## src/rtl/alu_control.sv

```systemverilog
// Issue controller in front of the ALU: decodes one RV32 OP/OP-IMM/BRANCH instruction per
// handshake into an ALU code and operands, captures the ALU result and reports writeback/branch.
module alu_control (
    input  logic        clk,
    input  logic        reset,
    input  logic        in_valid,
    output logic        in_ready,
    input  logic [31:0] instr,
    input  logic [31:0] rs1_data,
    input  logic [31:0] rs2_data,
    output logic [3:0]  operation,
    output logic [31:0] alu_x,
    output logic [31:0] alu_y,
    input  logic [31:0] alu_result,
    output logic        out_valid,
    input  logic        out_ready,
    output logic [31:0] result,
    output logic [4:0]  rd,
    output logic        wb_en,
    output logic        branch_taken,
    output logic        illegal
);

    typedef enum logic [1:0] {S_IDLE, S_EXEC, S_RESP} state_t;
    typedef enum logic [3:0] {
        ALU_AND = 4'b0000,
        ALU_OR  = 4'b0001,
        ALU_ADD = 4'b0010,
        ALU_SUB = 4'b0110,
        ALU_SLT = 4'b0111,
        ALU_NOR = 4'b1100
    } alu_op_t;

    state_t      r_state, w_next;

    logic [3:0]  r_operation;
    logic [31:0] r_alu_x, r_alu_y, r_result;
    logic [4:0]  r_rd, r_rd_pend;
    logic        r_wb_en, r_branch_taken, r_illegal;
    logic [2:0]  r_funct3;
    logic        r_is_branch;

    logic [6:0]  w_opcode, w_funct7;
    logic [2:0]  w_funct3;
    alu_op_t     w_arith_op, w_op;
    logic        w_arith_ok, w_arith_signed;
    logic        w_legal, w_signed, w_is_branch, w_use_imm;
    logic [31:0] w_y_raw, w_x, w_y;
    logic        w_zero, w_cond, w_taken;

    assign w_opcode = instr[6:0];
    assign w_funct3 = instr[14:12];
    assign w_funct7 = instr[31:25];

    // funct3 mapping shared by OP (funct7 = 0) and OP-IMM
    always_comb begin
        w_arith_op     = ALU_ADD;
        w_arith_ok     = 1'b1;
        w_arith_signed = 1'b0;
        case (w_funct3)
            3'b000:  w_arith_op = ALU_ADD;
            3'b010:  begin w_arith_op = ALU_SLT; w_arith_signed = 1'b1; end
            3'b011:  w_arith_op = ALU_SLT;
            3'b110:  w_arith_op = ALU_OR;
            3'b111:  w_arith_op = ALU_AND;
            default: w_arith_ok = 1'b0;
        endcase
    end

    always_comb begin
        w_legal     = 1'b0;
        w_op        = ALU_ADD;
        w_signed    = 1'b0;
        w_is_branch = 1'b0;
        w_use_imm   = 1'b0;
        case (w_opcode)
            7'b0110011: begin
                if (w_funct7 == 7'b0000000) begin
                    w_legal  = w_arith_ok;
                    w_op     = w_arith_op;
                    w_signed = w_arith_signed;
                end else if (w_funct7 == 7'b0100000 && w_funct3 == 3'b000) begin
                    w_legal = 1'b1;
                    w_op    = ALU_SUB;
                end
            end
            7'b0010011: begin
                w_legal   = w_arith_ok;
                w_op      = w_arith_op;
                w_signed  = w_arith_signed;
                w_use_imm = 1'b1;
            end
            7'b1100011: begin
                w_is_branch = 1'b1;
                case (w_funct3)
                    3'b000, 3'b001: begin w_legal = 1'b1; w_op = ALU_SUB; end
                    3'b100, 3'b101: begin w_legal = 1'b1; w_op = ALU_SLT; w_signed = 1'b1; end
                    3'b110, 3'b111: begin w_legal = 1'b1; w_op = ALU_SLT; end
                    default: w_legal = 1'b0;
                endcase
            end
            default: w_legal = 1'b0;
        endcase
    end

    // Flipping both sign bits lets the ALU's unsigned SLT produce a signed comparison
    assign w_y_raw = w_use_imm ? {{20{instr[31]}}, instr[31:20]} : rs2_data;
    assign w_x     = rs1_data ^ {w_signed, 31'b0};
    assign w_y     = w_y_raw  ^ {w_signed, 31'b0};

    // funct3[2] picks compare-vs-equality, funct3[0] inverts (BNE/BGE/BGEU)
    assign w_zero  = (alu_result == '0);
    assign w_cond  = r_funct3[2] ? alu_result[0] : w_zero;
    assign w_taken = r_is_branch & (w_cond ^ r_funct3[0]);

    always_ff @(posedge clk) begin
        if (reset) r_state <= S_IDLE;
        else       r_state <= w_next;
    end

    always_comb begin
        w_next = r_state;
        case (r_state)
            S_IDLE:  if (in_valid) w_next = w_legal ? S_EXEC : S_RESP;
            S_EXEC:  w_next = S_RESP;
            S_RESP:  if (out_ready) w_next = S_IDLE;
            default: w_next = S_IDLE;
        endcase
    end

    always_ff @(posedge clk) begin
        if (reset) begin
            r_operation    <= ALU_ADD;
            r_alu_x        <= '0;
            r_alu_y        <= '0;
            r_result       <= '0;
            r_rd           <= '0;
            r_rd_pend      <= '0;
            r_wb_en        <= 1'b0;
            r_branch_taken <= 1'b0;
            r_illegal      <= 1'b0;
            r_funct3       <= '0;
            r_is_branch    <= 1'b0;
        end else begin
            case (r_state)
                S_IDLE: begin
                    if (in_valid) begin
                        if (w_legal) begin
                            r_operation <= w_op;
                            r_alu_x     <= w_x;
                            r_alu_y     <= w_y;
                            r_funct3    <= w_funct3;
                            r_is_branch <= w_is_branch;
                            r_rd_pend   <= instr[11:7];
                        end else begin
                            r_result       <= '0;
                            r_rd           <= instr[11:7];
                            r_wb_en        <= 1'b0;
                            r_branch_taken <= 1'b0;
                            r_illegal      <= 1'b1;
                        end
                    end
                end
                S_EXEC: begin
                    r_result       <= alu_result;
                    r_rd           <= r_rd_pend;
                    r_wb_en        <= !r_is_branch && (r_rd_pend != '0);
                    r_branch_taken <= w_taken;
                    r_illegal      <= 1'b0;
                end
                default: ;
            endcase
        end
    end

    assign in_ready     = (r_state == S_IDLE) && !reset;
    assign out_valid    = (r_state == S_RESP);
    assign operation    = r_operation;
    assign alu_x        = r_alu_x;
    assign alu_y        = r_alu_y;
    assign result       = r_result;
    assign rd           = r_rd;
    assign wb_en        = r_wb_en;
    assign branch_taken = r_branch_taken;
    assign illegal      = r_illegal;

endmodule

```

## config.mk

```make
export PLATFORM = sky130hd
export DESIGN_NAME = alu_control
export DESIGN_NICKNAME = d
export VERILOG_FILES = /design/src/rtl/alu_control.sv
export SDC_FILE = /design/constraint.sdc
export NUM_CORES = 1
export LEC_CHECK = 0
export ABC_AREA = 1
export BUFFER_PORTS_ARGS = -buffer_cell sky130_fd_sc_hd__buf_2
export CAP_MARGIN = 20
export CORE_MARGIN = 5
export CORE_UTILIZATION = 35
export DETAILED_ROUTE_END_ITERATION = 6
export GPL_TIMING_DRIVEN = 1
export PLACE_DENSITY = 0.6
export SLEW_MARGIN = 20
export SYNTH_ARGS = -nofsm -noshare
export SYNTH_HDL_FRONTEND = slang
export SYNTH_SLANG_ARGS = --single-unit
```

## constraint.sdc

```tcl
create_clock -name clk -period 2.4 [get_ports clk]
set_clock_uncertainty 0.1 [all_clocks]
set_input_delay 0.6 -clock clk [delete_from_list [all_inputs] [get_ports clk]]
set_output_delay 0.6 -clock clk [all_outputs]
set_load 0.01 [all_outputs]
```

* Yosys cells after proc, flatten, opt, wreduce, memory -nomap -nowiden
Index checks and enable logic that the tools add are counted.
** Cells by class
- Muxes and demuxes :: 35
- Reduce and logical (&&, ||, !) cells :: 20
- Bitwise operators :: 4
- Equal/unequal tests :: 16
** Operator list (count)
- 32-bit two-way mux :: 3
- 32-bit one-hot mux with 2 select lines :: 1
- 32-bit XOR :: 2
- 32-bit zero test :: 1
- 7-bit by 6-bit equality test with 1-bit output, second input constant :: 2
- 1-bit two-way mux :: 14
- 3-bit equality test, second input constant :: 4
- 4-bit one-hot mux with 3 select lines :: 1
- 5-bit two-way mux :: 2
- 5-bit one-hot mux with 2 select lines :: 1
- 3-bit one-hot mux with 3 select lines :: 1
- 7-bit by 5-bit equality test with 1-bit output, second input constant :: 1
- 7-bit equality test, second input constant :: 1
- 7-bit zero test :: 1
- 3-bit by 2-bit equality test with 1-bit output, second input constant :: 2
- 2-bit two-way mux :: 3
- 1-bit one-hot mux with 2 select lines :: 3
- 1-bit one-hot mux with 3 select lines :: 2
- 2-bit one-hot mux with 3 select lines :: 1
- 3-bit one-hot mux with 2 select lines :: 1
- 3-bit AND reduction :: 2
- 2-bit OR reduction :: 3
- 6-bit OR reduction :: 1
- 5-bit nonzero test :: 1
- 17 further kinds :: 21
** Storage, ports and cells
- Logic and storage cells :: 87
- Input port bits :: 132
- Register bits after elaboration :: 119
- Output and inout bits :: 110

* Logic depth before layout (Yosys ltp)
- Depth after elaboration :: 8
- Mapped depth :: 12
- Mapped depth without buffers :: 11

* Least setup slack after synthesis
OpenSTA, ideal clock, no wires.
- Kind :: input to register
- From :: input port instr[1]
- To :: register r_alu_x[0] (netlist: alu_x[0])
- Data required time :: 2168 ps
- Stages on the path :: 11
- Path buffers :: 2
- Slack :: 367 ps
- Setup time :: 132 ps
- Data arrival time :: 1801 ps
- Cell sequence :: nand2_1 -> nor3_4 -> nand2_2 -> a21oi_1 -> nand2_1 -> nand2_2 -> nand3_1 -> buf_4 -> buf_4 -> nand2_1 -> a21oi_1
** Between the ends
- Longest elaborated chain between the ends :: 3
- Elaborated cells on any way between the ends :: 5
- Those cells by class :: eq/ne (3); mux (1); reduce/logical (1)
** Ends and longest elaborated chain
- start, declared :: line 8 : input logic [31:0] instr,
- 7-bit equality test (tied with other cells) :: line 76 : case (w_opcode)
- 1-bit one-hot mux with 3 select lines (*) :: line 76
- 3-bit AND reduction (no line) (*)
- end signal, assigned :: line 150 : r_alu_x <= w_x;
- end, declared :: line 37 : logic [31:0] r_alu_x, r_alu_y, r_result;
Mark *: on every way between the ends. The rest lies on a longest branch, timed or not.
A chain may end at the register's enable or synchronous reset.

* Final worst setup path
- From :: register r_state[1]
- To :: output port in_ready
** Between the ends
- Longest elaborated chain between the ends :: 2
** Ends and longest elaborated chain
- start, declared :: line 34 : state_t r_state, w_next;
- start signal, assigned :: line 118 : else r_state <= w_next;
- 2-bit zero test :: line 176 : assign in_ready = (r_state == S_IDLE) && !reset;
- 1-bit logical AND :: line 176
- end, declared :: line 7 : output logic in_ready,
Every way passes these cells.

==> implementation parameters <==
Parameter                              Value

Status
  Status ... finished, final reports clean

Die
  Std cell rows ... between 40 and 50
  Die Span Y ... ~130 um
  Number of placed I/O pins ... between 200 and 250
  Floorplan die width ... approximately 130 um
  Effective utilization at floorplan ... 36.0%
  DIE AREA ... around 18000 um2
  Floorplan Core Area ... about 15000 um2

Final layout
  Area added between synthesis and finish ... 37.5%
  Most frequent cells in the layout ... sky130_fd_sc_hd__buf_2 (234), sky130_fd_sc_hd__nand2_1 (232), sky130_fd_sc_hd__dfxtp_1 (117)
  Number of antenna diodes ... 0
  Layout net count ... about 1100
  Core utilization of the finished layout ... 49.6%
  Non-Filler Instances ... about 1200
  Share of layout cells above drive strength 1 ... a little under a third
  Commonest non-fill, non-tap cell in the layout ... sky130_fd_sc_hd__buf_2

Synth
  #FFs+latches synth ... roughly 120
  Prevailing post-synth register cell ... sky130_fd_sc_hd__dfxtp_1
  Synthesized area per cell ... 6.93 um2
  Area of the mapped netlist ... ~5300 um2
  Async set-reset flop share out of synthesis ... 0%
  Total of warnings raised by yosys ... 0
  Number of enable flip-flop cells after synthesis ... 0
  Number of different library cells in the post-synthesis netlist ... 29
  Count of mapped cells out of synthesis ... between 700 and 800
  Net count after synthesis ... roughly 900
  Sequential area share after synthesis ... 44.4%

Place
  Post-placement cell count ... between 1000 and 1500
  Placed wire-length estimate after detailed placement ... 12.0 mm
  Number of buffers added on ports ... approximately 240
  Worst setup slack before clock tree synthesis ... approximately 0.15 ns
  RePlAce Congestion ... a little under 0.8

Worst hold path
  Cell count of the worst hold path ... 3
  Worst hold-check path type ... primary input to flop
  Hold Path Sink ... r_rd_pend[1]
  Startpoint of the tightest hold check path ... instr[8]

Worst setup path
  Worst flop-to-flop path endpoint ... r_state[1]
  Arrival time at the worst endpoint ... 1.20 ns
  Required @ worst endpoint ... 1.70 ns
  Startpoint of the worst-slack reg-to-reg timing path ... r_state[1]
  Register-to-register path setup slack ... around 0.53 ns
  Setup crit start ... r_state[1]
  Worst setup SP type ... flop
  Worst Setup End Kind ... primary output
  Largest fanout of any net on the critical path ... 4
  Worst reg-to-reg path cell count ... 6
  Type of the worst setup path ... flop to primary output

Power
  Sum of internal, switching and leakage power ... between 4 and 5 mW
  Maximum VDD drop ... roughly 0.48 mV
  Pleak ... between 3 and 4 nW
  Power density cells ... 684 nW/um2

GRT
  Global-route wire length before repair ... roughly 28 mm
  Final global-route overflow total ... 0
  Number of antenna violations at the first check in global routing ... 0
  Number of global-route vias before repair ... 5461
  Largest net degree at the start of global routing ... between 70 and 80
  Total track usage ... 19.3%

Timing
  Actual slew at the worst max-slew pin ... about 0.8 ns
  Final total negative setup slack ... 0 ns
  # setup viols final ... 0
  Fin. max-slew vios ... 0
  Crit path time final ... ~1.9 ns
  RSZ-0062 raised after global routing ... no
  Fmax ... 527 MHz
  Smallest setup slack after layout ... around 0.5 ns
  Hold violation count in the final report ... 0
  Portion of the clock cycle consumed by the worst path in the final layout ... 79.1%
  Normalized max-slew margin ... between 40% and 50%

Clock network
  Post-CTS sizing ... 0
  Total number of H-tree levels ... 4
  Clock network latency to the later pin of the worst-skew pair ... 0.40 ns
  Clock tree from TritonCTS ... yes
  Clock input transition at the sequential cells of the worst setup and hold paths ... 0.05 ns
  Number of buffers added to fix hold violations after cts ... 0
  Number of buffers created by CTS ... 17
  Number of buffers on the longest clock path ... 2
  Number of buffers inserted to repair setup after CTS ... 0
  CTS root buffer ... sky130_fd_sc_hd__clkbuf_16
  Number of clock sinks seen by CTS ... 117

Run
  Maximum Capacitance Violations ... 0

Drt
  Detailed Route WL ... ~17 mm
  Iter 0 DRT Violations ... around 250
  Avg WL per Cell ... 14.8 um
  Total number of vias ... between 5000 and 6000
  Vias per cell ... 4.98
  Post-route DRC violation count ... 0
  Antenna viol nets, final ... 0
  Drt first pass iters ... 5
## layout make-up
cell class / count / area (um2)
Timing Repair Buffer: 255 / 1420
Inverter: 30 / 113
Clock inverter: 12 / 151
Multi-Input combinational cell: 550 / 2540
Sequential cell: 117 / 2340
Clock buffer: 20 / 467
Tap cell: 184 / 230
Fill cell: 1554 / 7390
## sequential cells by signal, indices dropped and copies added (netlist names)
signal / cells
r_is_branch: 1
r_funct3: 2
operation: 3
illegal: 1
r_rd_pend: 5
wb_en: 1
alu_x: 32
result: 32
alu_y: 32
r_state: 2
rd: 5
branch_taken: 1
## synthesized netlist by cell type (3+ instances only)
library cell | count | area share (%)
sky130_fd_sc_hd__a21oi_1 | 102 | 9.7
sky130_fd_sc_hd__o21ai_0 | 5 | 0.47
sky130_fd_sc_hd__nor2_1 | 64 | 4.6
sky130_fd_sc_hd__dfxtp_1 | 117 | 44
sky130_fd_sc_hd__inv_1 | 28 | 2.0
sky130_fd_sc_hd__buf_1 | 3 | 0.21
sky130_fd_sc_hd__clkbuf_1 | 40 | 2.8
sky130_fd_sc_hd__nand2_1 | 232 | 17
sky130_fd_sc_hd__buf_4 | 10 | 1.4
sky130_fd_sc_hd__buf_2 | 8 | 0.76
sky130_fd_sc_hd__nand3_1 | 58 | 5.5
sky130_fd_sc_hd__nand4_1 | 67 | 7.9
sky130_fd_sc_hd__nor3_1 | 6 | 0.57
## worst max-delay path by stage
| stage | to | slack, ns | depth (start not counted) |
|---|---|---|---|
| floorplan | alu_x[0] | 0.37 | 11 |
| global placement | r_state[1] | 0.16 | 11 |
| detailed placement | r_state[1] | 0.15 | 11 |
| CTS | in_ready | 0.47 | 2 |
| global route | r_state[1] | 0.31 | 6 |
| finish | in_ready | 0.50 | 2 |
## worst max-delay path, stage by stage, from the launching register on
cell and delay [ns]:
sky130_fd_sc_hd__dfxtp_1 0.35, sky130_fd_sc_hd__nor3_1 0.25, sky130_fd_sc_hd__buf_2 0.20
## report_power, final
group / internal (mW) / switching (mW) / leakage [nW] / total [mW]
combinational: 0.141 / 0.224 / 2.21 / 0.365
sequential: 1.96 / 0.00784 / 0.944 / 1.97
clock: 1.71 / 0.920 / 0.302 / 2.63
total: 3.81 / 1.15 / 3.45 / 4.97
## kinds of logic (layout without fill, tap and decap cells)
| group | after synthesis | count (layout) | synth area share (%) |
|---|---|---|---|
| flops | 117 | 117 | 44.4 |
| other cells | 1 | 1 | 0.0711 |
| compound gates | 111 | 111 | 10.7 |
| mux | 2 | 2 | 0.379 |
| simple gates | 436 | 436 | 36.5 |
| buf+inv | 94 | 317 | 7.90 |
## through the flow
step	area (um2)	hold WS, ns
after floorplan	5280	0.349
after global placement	6640	0.337
after detailed placement	6640	0.341
after CTS	7260	0.311
after global routing	7260	0.342
final	7260	0.334
## routing by layer
layer  wire (um)  vias up  share of wire (%)  track usage [%]
li1            -     2959                  -                -
met1        7500     2618                 43             25.1
met2        8080      226                 47             29.9
met3        1470       16                8.5             6.57
met4         223        0                1.3             6.41
met5           0        -                  0                0
(Power assumes the default switching activity.)
